### src/rtl/instruction_buffer_mc_if.sv
// Handshake bundle for the multi-channel instruction buffer:
// one shared push port, per-queue pop/flush and head/status outputs.
interface instruction_buffer_mc_if #(
  parameter int NUM_CH     = 4,
  parameter int DEPTH      = 8,
  parameter int DATA_WIDTH = 32
);
  localparam int CW   = (NUM_CH > 1) ? $clog2(NUM_CH) : 1;
  localparam int CNTW = $clog2(DEPTH) + 1;

  logic                         push_valid;
  logic [CW-1:0]                push_ch;
  logic [DATA_WIDTH-1:0]        push_data;
  logic                         push_ready;
  logic [NUM_CH-1:0]            pop;
  logic [NUM_CH-1:0]            flush;
  logic [NUM_CH*DATA_WIDTH-1:0] out_data;
  logic [NUM_CH-1:0]            out_valid;
  logic [NUM_CH*CNTW-1:0]       count;
  logic [NUM_CH-1:0]            almost_full;
  logic [NUM_CH-1:0]            full;
  logic                         overflow_err;
  logic                         underflow_err;

  modport master (
    output push_valid, push_ch, push_data,
    output pop, flush,
    input  push_ready, out_data, out_valid,
    input  count, almost_full, full,
    input  overflow_err, underflow_err
  );

  modport slave (
    input  push_valid, push_ch, push_data,
    input  pop, flush,
    output push_ready, out_data, out_valid,
    output count, almost_full, full,
    output overflow_err, underflow_err
  );
endinterface

### src/rtl/instruction_buffer_mc.sv
// Per-warp instruction queues: NUM_CH independent circular FIFOs
// with first-word fall-through heads, shared push port, sticky errors.
module instruction_buffer_mc #(
  parameter int NUM_CH       = 4,
  parameter int DEPTH        = 8,
  parameter int DATA_WIDTH   = 32,
  parameter int AFULL_THRESH = DEPTH - 2
) (
  input  logic clk,
  input  logic rst_n,
  instruction_buffer_mc_if.slave bus
);
  localparam int CW   = (NUM_CH > 1) ? $clog2(NUM_CH) : 1;
  localparam int AW   = $clog2(DEPTH);
  localparam int CNTW = AW + 1;

  logic [DATA_WIDTH-1:0] mem_q [NUM_CH][DEPTH];

  logic [AW-1:0]   wr_ptr_q [NUM_CH];
  logic [AW-1:0]   wr_ptr_d [NUM_CH];
  logic [AW-1:0]   rd_ptr_q [NUM_CH];
  logic [AW-1:0]   rd_ptr_d [NUM_CH];
  logic [CNTW-1:0] cnt_q    [NUM_CH];
  logic [CNTW-1:0] cnt_d    [NUM_CH];
  logic            ovf_q, ovf_d;
  logic            unf_q, unf_d;

  logic              ch_ok;
  logic [NUM_CH-1:0] sel;
  logic [NUM_CH-1:0] full_w;
  logic [NUM_CH-1:0] empty_w;
  logic [NUM_CH-1:0] wr_en;
  logic [NUM_CH-1:0] rd_en;

  always_comb begin
    ch_ok = 32'(bus.push_ch) < NUM_CH;
    for (int i = 0; i < NUM_CH; i++) begin
      sel[i]     = ch_ok && (bus.push_ch == CW'(i));
      full_w[i]  = cnt_q[i] == CNTW'(DEPTH);
      empty_w[i] = cnt_q[i] == '0;
    end
  end

  assign bus.push_ready = ch_ok && |(sel & ~full_w);

  // Flush wins over push/pop and suppresses their error reporting.
  always_comb begin
    for (int i = 0; i < NUM_CH; i++) begin
      wr_en[i] = sel[i] && bus.push_valid && !full_w[i]
                 && !bus.flush[i];
      rd_en[i] = bus.pop[i] && !empty_w[i] && !bus.flush[i];
      if (bus.flush[i]) begin
        wr_ptr_d[i] = '0;
        rd_ptr_d[i] = '0;
        cnt_d[i]    = '0;
      end else begin
        wr_ptr_d[i] = wr_ptr_q[i] + AW'(wr_en[i]);
        rd_ptr_d[i] = rd_ptr_q[i] + AW'(rd_en[i]);
        cnt_d[i]    = cnt_q[i] + CNTW'(wr_en[i])
                      - CNTW'(rd_en[i]);
      end
    end
    ovf_d = ovf_q | (bus.push_valid && !bus.push_ready
                     && !(|(sel & bus.flush)));
    unf_d = unf_q | (|(bus.pop & empty_w & ~bus.flush));
  end

  always_ff @(posedge clk or negedge rst_n) begin
    if (!rst_n) begin
      for (int i = 0; i < NUM_CH; i++) begin
        wr_ptr_q[i] <= '0;
        rd_ptr_q[i] <= '0;
        cnt_q[i]    <= '0;
      end
      ovf_q <= 1'b0;
      unf_q <= 1'b0;
    end else begin
      for (int i = 0; i < NUM_CH; i++) begin
        wr_ptr_q[i] <= wr_ptr_d[i];
        rd_ptr_q[i] <= rd_ptr_d[i];
        cnt_q[i]    <= cnt_d[i];
      end
      ovf_q <= ovf_d;
      unf_q <= unf_d;
    end
  end

  // Storage is intentionally left out of reset.
  always_ff @(posedge clk) begin
    for (int i = 0; i < NUM_CH; i++) begin
      if (wr_en[i]) mem_q[i][wr_ptr_q[i]] <= bus.push_data;
    end
  end

  always_comb begin
    bus.out_data    = '0;
    bus.count       = '0;
    bus.out_valid   = '0;
    bus.almost_full = '0;
    bus.full        = '0;
    for (int i = 0; i < NUM_CH; i++) begin
      bus.out_valid[i]   = !empty_w[i];
      bus.full[i]        = full_w[i];
      bus.almost_full[i] = cnt_q[i] >= CNTW'(AFULL_THRESH);
      bus.count[i*CNTW +: CNTW] = cnt_q[i];
      if (!empty_w[i])
        bus.out_data[i*DATA_WIDTH +: DATA_WIDTH] =
          mem_q[i][rd_ptr_q[i]];
    end
  end

  assign bus.overflow_err  = ovf_q;
  assign bus.underflow_err = unf_q;
endmodule

### src/flat_wrapper.sv
// flat-port wrapper written by rule: the top's interface ports become plain ports
module instruction_buffer_mc_flat 
#(
  parameter int NUM_CH       = 4,
  parameter int DEPTH        = 8,
  parameter int DATA_WIDTH   = 32,
  parameter int AFULL_THRESH = DEPTH - 2
)
  (clk, rst_n, bus_push_valid, bus_push_ch, bus_push_data, bus_pop, bus_flush, bus_push_ready, bus_out_data, bus_out_valid, bus_count, bus_almost_full, bus_full, bus_overflow_err, bus_underflow_err);
  instruction_buffer_mc_if #(.NUM_CH(NUM_CH), .DEPTH(DEPTH), .DATA_WIDTH(DATA_WIDTH)) bus_i ();
  input  logic clk;
  input  logic rst_n;
  input wire logic [$bits(bus_i.push_valid)-1:0] bus_push_valid;
  input wire logic [$bits(bus_i.push_ch)-1:0] bus_push_ch;
  input wire logic [$bits(bus_i.push_data)-1:0] bus_push_data;
  input wire logic [$bits(bus_i.pop)-1:0] bus_pop;
  input wire logic [$bits(bus_i.flush)-1:0] bus_flush;
  output wire logic [$bits(bus_i.push_ready)-1:0] bus_push_ready;
  output wire logic [$bits(bus_i.out_data)-1:0] bus_out_data;
  output wire logic [$bits(bus_i.out_valid)-1:0] bus_out_valid;
  output wire logic [$bits(bus_i.count)-1:0] bus_count;
  output wire logic [$bits(bus_i.almost_full)-1:0] bus_almost_full;
  output wire logic [$bits(bus_i.full)-1:0] bus_full;
  output wire logic [$bits(bus_i.overflow_err)-1:0] bus_overflow_err;
  output wire logic [$bits(bus_i.underflow_err)-1:0] bus_underflow_err;
  assign bus_i.push_valid = bus_push_valid;
  assign bus_i.push_ch = bus_push_ch;
  assign bus_i.push_data = bus_push_data;
  assign bus_i.pop = bus_pop;
  assign bus_i.flush = bus_flush;
  assign bus_push_ready = bus_i.push_ready;
  assign bus_out_data = bus_i.out_data;
  assign bus_out_valid = bus_i.out_valid;
  assign bus_count = bus_i.count;
  assign bus_almost_full = bus_i.almost_full;
  assign bus_full = bus_i.full;
  assign bus_overflow_err = bus_i.overflow_err;
  assign bus_underflow_err = bus_i.underflow_err;
  instruction_buffer_mc #(.NUM_CH(NUM_CH), .DEPTH(DEPTH), .DATA_WIDTH(DATA_WIDTH), .AFULL_THRESH(AFULL_THRESH)) u_core (.clk(clk), .rst_n(rst_n), .bus(bus_i));
endmodule
### config.mk
export PLATFORM = sky130hd
export DESIGN_NAME = instruction_buffer_mc_flat
export DESIGN_NICKNAME = d
export VERILOG_FILES = /design/src/rtl/instruction_buffer_mc_if.sv /design/src/rtl/instruction_buffer_mc.sv /design/src/flat_wrapper.sv
export SDC_FILE = /design/constraint.sdc
export NUM_CORES = 1
export LEC_CHECK = 0
export CAP_MARGIN = 10
export CORE_MARGIN = 1.5
export CORE_UTILIZATION = 38
export CTS_BUF_LIST = sky130_fd_sc_hd__clkbuf_16
export CTS_CLUSTER_DIAMETER = 80
export DETAILED_ROUTE_END_ITERATION = 10
export PLACE_DENSITY = 0.57
export SKIP_LAST_GASP = 1
export SYNTH_ARGS = -nofsm -noshare
export SYNTH_HDL_FRONTEND = slang
export SYNTH_SLANG_ARGS = --single-unit
### constraint.sdc
create_clock -name clk -period 8.74 [get_ports clk]
set_clock_uncertainty 0.05 [all_clocks]
set_input_delay 2.185 -clock clk [delete_from_list [all_inputs] [get_ports clk]]
set_output_delay 2.185 -clock clk [all_outputs]
set_load 0.005 [all_outputs]
==> results.md, run 1 <==
* Total power at 13.2 mW
* Mapped Cells at approximately 1900
* Final setup fails at 0
* Via count at ~19000
* Post-route DRC at 0
* Final ANT Viol Nets at 0
* # port buffers at 203
* Boundary pin count at about 200
* Slew Limit Headroom at 0.274
* Met3 routed WL at about 5.3 mm
* Asr flop ratio synth at 0.0394
* Post-route clock period utilization at 0.709
* CTS Buf Count at 108
* Cts hold-fix bufs at 0
* GP Congestion at about 0.73
* Post-synth EDFFs at 1024
* Nets at roughly 2300
* Met2 routed WL at about 47 mm
* Tmin final at between 6000 and 7000 ps
* Cell Pwr Density at between 200 and 300 mW/mm2
* Synth-to-layout area growth at 18.5%
* Worst-path clk slew at 60 ps
* Final core occ at 0.453
* Share of cells above drive strength 1 at 0.243
* Critical Path RT at 6510 ps
* Worst Reg2Reg Path Length in Cells at 7
* Crit-path slowest cell: clkdlybuf4s50_1
* Router iterations before antenna repair at 5
* Synth area leaders: edfxtp_1 74%, mux4_2 14%, mux2i_1 3.1%
* Syn. warnings at 0
* WL final at 96.4 mm
* CTS tree: done
* Die width at 334 um
* Worst path cell trace: clkdlybuf4s50_1 > mux4_2 > inv_1 > clkdlybuf4s50_1
* Final Max Tran Viols at 0
* First-pass GRT wire length at ~140 mm
* RSZ-0062 raised after global routing: no
* Count leader, synth: edfxtp_1
* Sequential area share after synthesis at 0.764
* Hold WC Path Type: reg -> reg
* # resized after CTS at 0
* Netlist cell types at 31
* Cell mode on critical path: clkdlybuf4s50_1
* Crit path largest cell delay at 640 ps
* Top FF cell, synth: edfxtp_1
* R2r startpoint: u_core.bus.count[6]$_DFF_PN0_
* TritonCTS Sinks at between 1000 and 1500
* Outcome: completed
* Final hold violation count at 0
* Largest net degree at the start of global routing at 66
* Fmax at 161 MHz
* Avg Cell Area, Syn at 21.9 um2
* CP startpoint kind: input pin
* Synth Register Bits at 1066
* Die height at between 300 and 400 um
* Pre-CTS setup slack at roughly 2500 ps
* Met1 WL at ~42 mm
* Post-Synthesis Cell Area at between 0.04 and 0.05 mm2
* Vias in the first global route at around 21000
* Synth Net Count at around 2000
* Site Rows at approximately 120
* Worst VDD drop at 0.000156 V
* Gr ovfl total at 0
* Starting Density at 0.383
* Core box area at roughly 0.11 mm2
* Worst endpoint data arrival time at around 4000 ps
* Detailed Place HPWL at about 51 mm
* Routed len/inst at 26.0 um
* Antenna violations before repair at 3
* R2r endpoint: u_core.mem_q[1][226]$_DFFE_PP_
* Static leakage at 15.4 nW
* Tightest Pin Transition at ~1100 ps
* DR iter-0 viols at between 1500 and 2000
* Top routing layer used: met4
* GRT Total Usage at 0.173
* Yosys top cell area share at 0.739
* Hold Slack at 430 ps
* Latest clock arrival within the worst-skew pair at about 680 ps
* Post-route setup slack at 2540 ps
* R2R setup slack at 5730 ps
* Max cap viols at 0
* CTS Buffer Depth at 3
* Die area at 0.111 mm2
* Critical Path Sink: bus_push_ready
* Post-synth top cells: 1024 x edfxtp_1, 254 x mux4_2, 172 x nor2_1
* Number of post-CTS setup repair buffers at 0
* CP Capture Type: primary output
* H-Tree Depth at 3
* Area leader, netlist: edfxtp_1
* Max Fanout on Critical Path at 6
* Post-route setup TNS at 0 ps
* Kind of critical path: in -> out
* Vias per Instance at around 5.2
* Root cell of the clock tree: clkbuf_16
* Crit path from: bus_push_ch[0]
state kept, by name (all words and copies together), names as in the netlist:
| signal | flops |
|---|---|
| u_core.mem_q | 1024 |
| u_core.bus.count | 16 |
| u_core.rd_ptr_q | 12 |
| u_core.wr_ptr_q | 12 |
| u_core.bus.overflow_err | 1 |
| u_core.bus.underflow_err | 1 |
metrics by stage:
step	cells	instance area (um2)
after floorplan	1898	41600
after global placement	3511	45700
after detailed placement	3511	45700
after CTS	3713	49300
after global routing	3713	49300
final	3714	49300
power breakdown:
group          internal [mW]  total (mW)  switching [mW]
sequential              5.66        5.87           0.209
clock                   2.72        4.63            1.91
combinational           1.50        2.71            1.21
total                   9.88        13.2            3.32
critical path, delay by kind of cell:
family / cells / cell delay, ps
buffers and inverters: 3 / 1210
multiplexers: 1 / 570
cell families (layout without fill, tap and decap cells):
group,after synthesis,count (layout),synth area share
compound gates,11,11,0.00171
xor+xnor,20,20,0.00421
fa+ha+maj,40,40,0.0127
buf+inv,106,507,0.0162
flops,1066,1066,0.764
mux,386,386,0.171
other cells,0,1,0
simple gates,269,269,0.0301
cells in the final DEF (no fill, tap or decap), types with 17 or more instances in the layout:
master	Yosys	final
buf_4	0	84
clkbuf_16	0	110
clkdlybuf4s50_1	0	202
clkinv_1	0	17
clkinv_2	0	22
dfrtp_1	42	30
edfxtp_1	1024	1024
ha_1	36	36
inv_1	14	37
mux2i_1	128	128
mux4_2	254	254
nand2_1	29	29
nand2b_1	19	19
nor2_1	172	148
nor2_4	0	24
nor2b_1	20	20
metal layers:
layer  up-vias  track usage
li1       8380            -
met1     10500        0.235
met2       470        0.286
met3       109       0.0319
met4         0       0.0485
met5         -            0
area by class of cell:
type	count	area, um2
repair buffers	287	2660
clock buffers	110	2750
flip-flops and latches	1066	31800
diodes	1	2.50
inverters	18	67.6
well taps	1414	1770
clock inverters	92	837
fillers	9119	59400
multi-input cells	726	9380
worst min path at each step:
stage | from | end | slack (ps) | cells after the start
floorplan | u_core.bus.overflow_err$_DFF_PN0_ | u_core.bus.overflow_err$_DFF_PN0_ | 410 | 1
global placement | u_core.bus.overflow_err$_DFF_PN0_ | u_core.bus.overflow_err$_DFF_PN0_ | 410 | 1
detailed placement | u_core.bus.overflow_err$_DFF_PN0_ | u_core.bus.overflow_err$_DFF_PN0_ | 420 | 1
CTS | u_core.bus.overflow_err$_DFF_PN0_ | u_core.bus.overflow_err$_DFF_PN0_ | 440 | 1
global route | u_core.bus.overflow_err$_DFF_PN0_ | u_core.bus.overflow_err$_DFF_PN0_ | 450 | 1
finish | u_core.bus.overflow_err$_DFF_PN0_ | u_core.bus.overflow_err$_DFF_PN0_ | 430 | 1
No activity file was read; power rests on OpenSTA's default activity.
==> inputs of run 2 (changes only) <==
PLACE_DENSITY = 0.59   (was 0.57)
clock period = 5.45 ns   (was 8.74 ns; I/O delays follow)
==> results.md, run 2 (synthesis gave the netlist of run 1 again) <==
* DR iter-0 viols at between 1500 and 2000
* Routed len/inst at about 26 um
* Worst endpoint data arrival time at about 3400 ps
* Die height at 334 um
* Slew Limit Headroom at 0.279
* Area of the multi-input gates at roughly 0.0094 mm2
* # resized after CTS at 0
* Post-route setup TNS at 0 ps
* Worst path cell trace: buf_4 > mux4_2 > mux2i_1 > nor2_1 > clkdlybuf4s50_1
* GRT Total Usage at 0.172
* CTS Buf Count at 103
* Fill cells at a little over 9000
* Clock power frac at 0.326
* Tmin final at between 4000 and 5000 ps
* Most frequent cells in the layout: 1024 x edfxtp_1, 254 x mux4_2, 201 x clkdlybuf4s50_1
* Tightest Pin Transition at 1080 ps
* CP startpoint kind: flip-flop
* Int Power at ~15 mW
* Nets at 2302
* Die area at 0.111 mm2
* Synth-to-layout area growth at 18.0%
* Final ANT Viol Nets at 0
* Detailed Place HPWL at between 50 and 60 mm
* Max Fanout on Critical Path at 44
* Number of post-CTS setup repair buffers at 0
* Commonest non-fill, non-tap cell in the layout: edfxtp_1
* Fmax at around 210 MHz
* Hold WC Path Type: reg -> reg
* Via count at ~19000
* CTS Buffer Depth at 3
* Placed cell area at 0.0459 mm2
* Gr ovfl total at 0
* Latest clock arrival within the worst-skew pair at approximately 700 ps
* Total power at 20.6 mW
* Fin area at between 0.04 and 0.05 mm2
* Static leakage at approximately 15 nW
* Post-route clock period utilization at 0.889
* Cts hold-fix bufs at 0
* Pre-CTS setup slack at 920 ps
* Boundary pin count at 204
* Critical Path RT at 4040 ps
* Cell Pwr Density at about 420 mW/mm2
* First-pass GRT wire length at roughly 140 mm
* RSZ-0062 raised after global routing: no
* WL final at between 90 and 100 mm
* Core box area at around 0.11 mm2
* Root cell of the clock tree: clkbuf_16
* Final setup fails at 0
* Kind of critical path: reg -> out
* Final Max Tran Viols at 0
* CTS tree: done
* Seq pwr share at 0.459
* # port buffers at between 200 and 250
* Final hold violation count at 0
* Max cap viols at 0
* Gate power share at 0.215
* Antenna violations before repair at 5
* Seq. cell area at ~0.032 mm2
* Sw frac at 0.258
* Layout Cells excl Fill at about 3700
* Final core occ at 0.452
* Crit path largest cell delay at approximately 1000 ps
* Starting Density at 0.383
* Hold Slack at approximately 450 ps
* Site Rows at 121
* Post-route setup slack at a little over 600 ps
* Vias per Instance at approximately 5.2
* Post-route DRC at 0
* GP Congestion at roughly 0.76
* Largest net degree at the start of global routing at 45
* Cell total after placement at between 3000 and 4000
* Share of cells above drive strength 1 at 0.240
* Psw at approximately 5.3 mW
* Router iterations before antenna repair at 5
* Vias in the first global route at 20600
* Worst VDD drop at ~0.00028 V
* Outcome: completed
* Worst-path clk slew at 60 ps
* Crit-path slowest cell: dfrtp_4
* Die width at between 300 and 400 um
* H-Tree Depth at 3
* Max FFs per register at 1024
* TritonCTS Sinks at 1066
* CP Capture Type: primary output
run 2: cell types whose count changed in the layout (fill, tap and decap cells not counted), moves of 2 or more:
cell	delta
buf_12	+8
buf_4	+7
bufinv_16	-10
clkbuf_16	-6
clkinv_2	-4
clkinvlp_4	-3
diode_2	+2
inv_1	+9
inv_16	+2
run 2: metal layers:
| layer | track usage | share of wire |
|---|---|---|
| met1 | 0.236 | 0.44 |
| met2 | 0.285 | 0.49 |
| met3 | 0.0256 | 0.053 |
| met4 | 0.0489 | 0.021 |
| met5 | 0 | 0 |
run 2: final cells by class:
class,count,share of cell area
sequential,1066,0.648
multi-input combinational,726,0.191
timing repair buffer,302,0.0584
clock buffer,104,0.0530
tap,1414,0.0360
clock inverter,87,0.0116
inverter,18,0.00138
antenna,3,0.000153
run 2: path summary, 6_finish.rpt:
| check | from | to | slack [ps] | depth (start not counted) |
|---|---|---|---|---|
| max in group asynchronous | rst_n | u_core.rd_ptr_q[0]$_DFF_PN0_ | 3700 | 1 |
| hold / removal | u_core.bus.overflow_err$_DFF_PN0_ | u_core.bus.overflow_err$_DFF_PN0_ | 450 | 1 |
| setup / recovery | u_core.rd_ptr_q[3]$_DFF_PN0_ | bus_out_data[73] | 610 | 5 |
| min in group asynchronous | rst_n | u_core.bus.count[15]$_DFF_PN0_ | 840 | 1 |
| hold reg to reg | u_core.bus.overflow_err$_DFF_PN0_ | u_core.bus.overflow_err$_DFF_PN0_ | 450 | 1 |
| setup reg to reg | u_core.bus.count[2]$_DFF_PN0_ | u_core.mem_q[0][187]$_DFFE_PP_ | 2270 | 7 |
run 2: power groups by stage:
stage	combinational (mW)	sequential [mW]	clock, mW
6_report	4.41	9.44	6.70
5_1_grt	4.77	9.50	7.14
4_1_cts	4.52	9.47	6.84
3_5_place_dp	4.49	9.64	0
3_3_place_gp	4.47	9.64	0
2_1_floorplan	2.75	9.30	0
run 2: worst max-delay path: cells and delay by family (launching register included):
| kind | cells | cell delay, ps |
|---|---|---|
| multiplexers | 2 | 710 |
| AND/OR/NAND/NOR | 1 | 130 |
| flip-flops | 1 | 1030 |
| buffers and inverters | 2 | 860 |
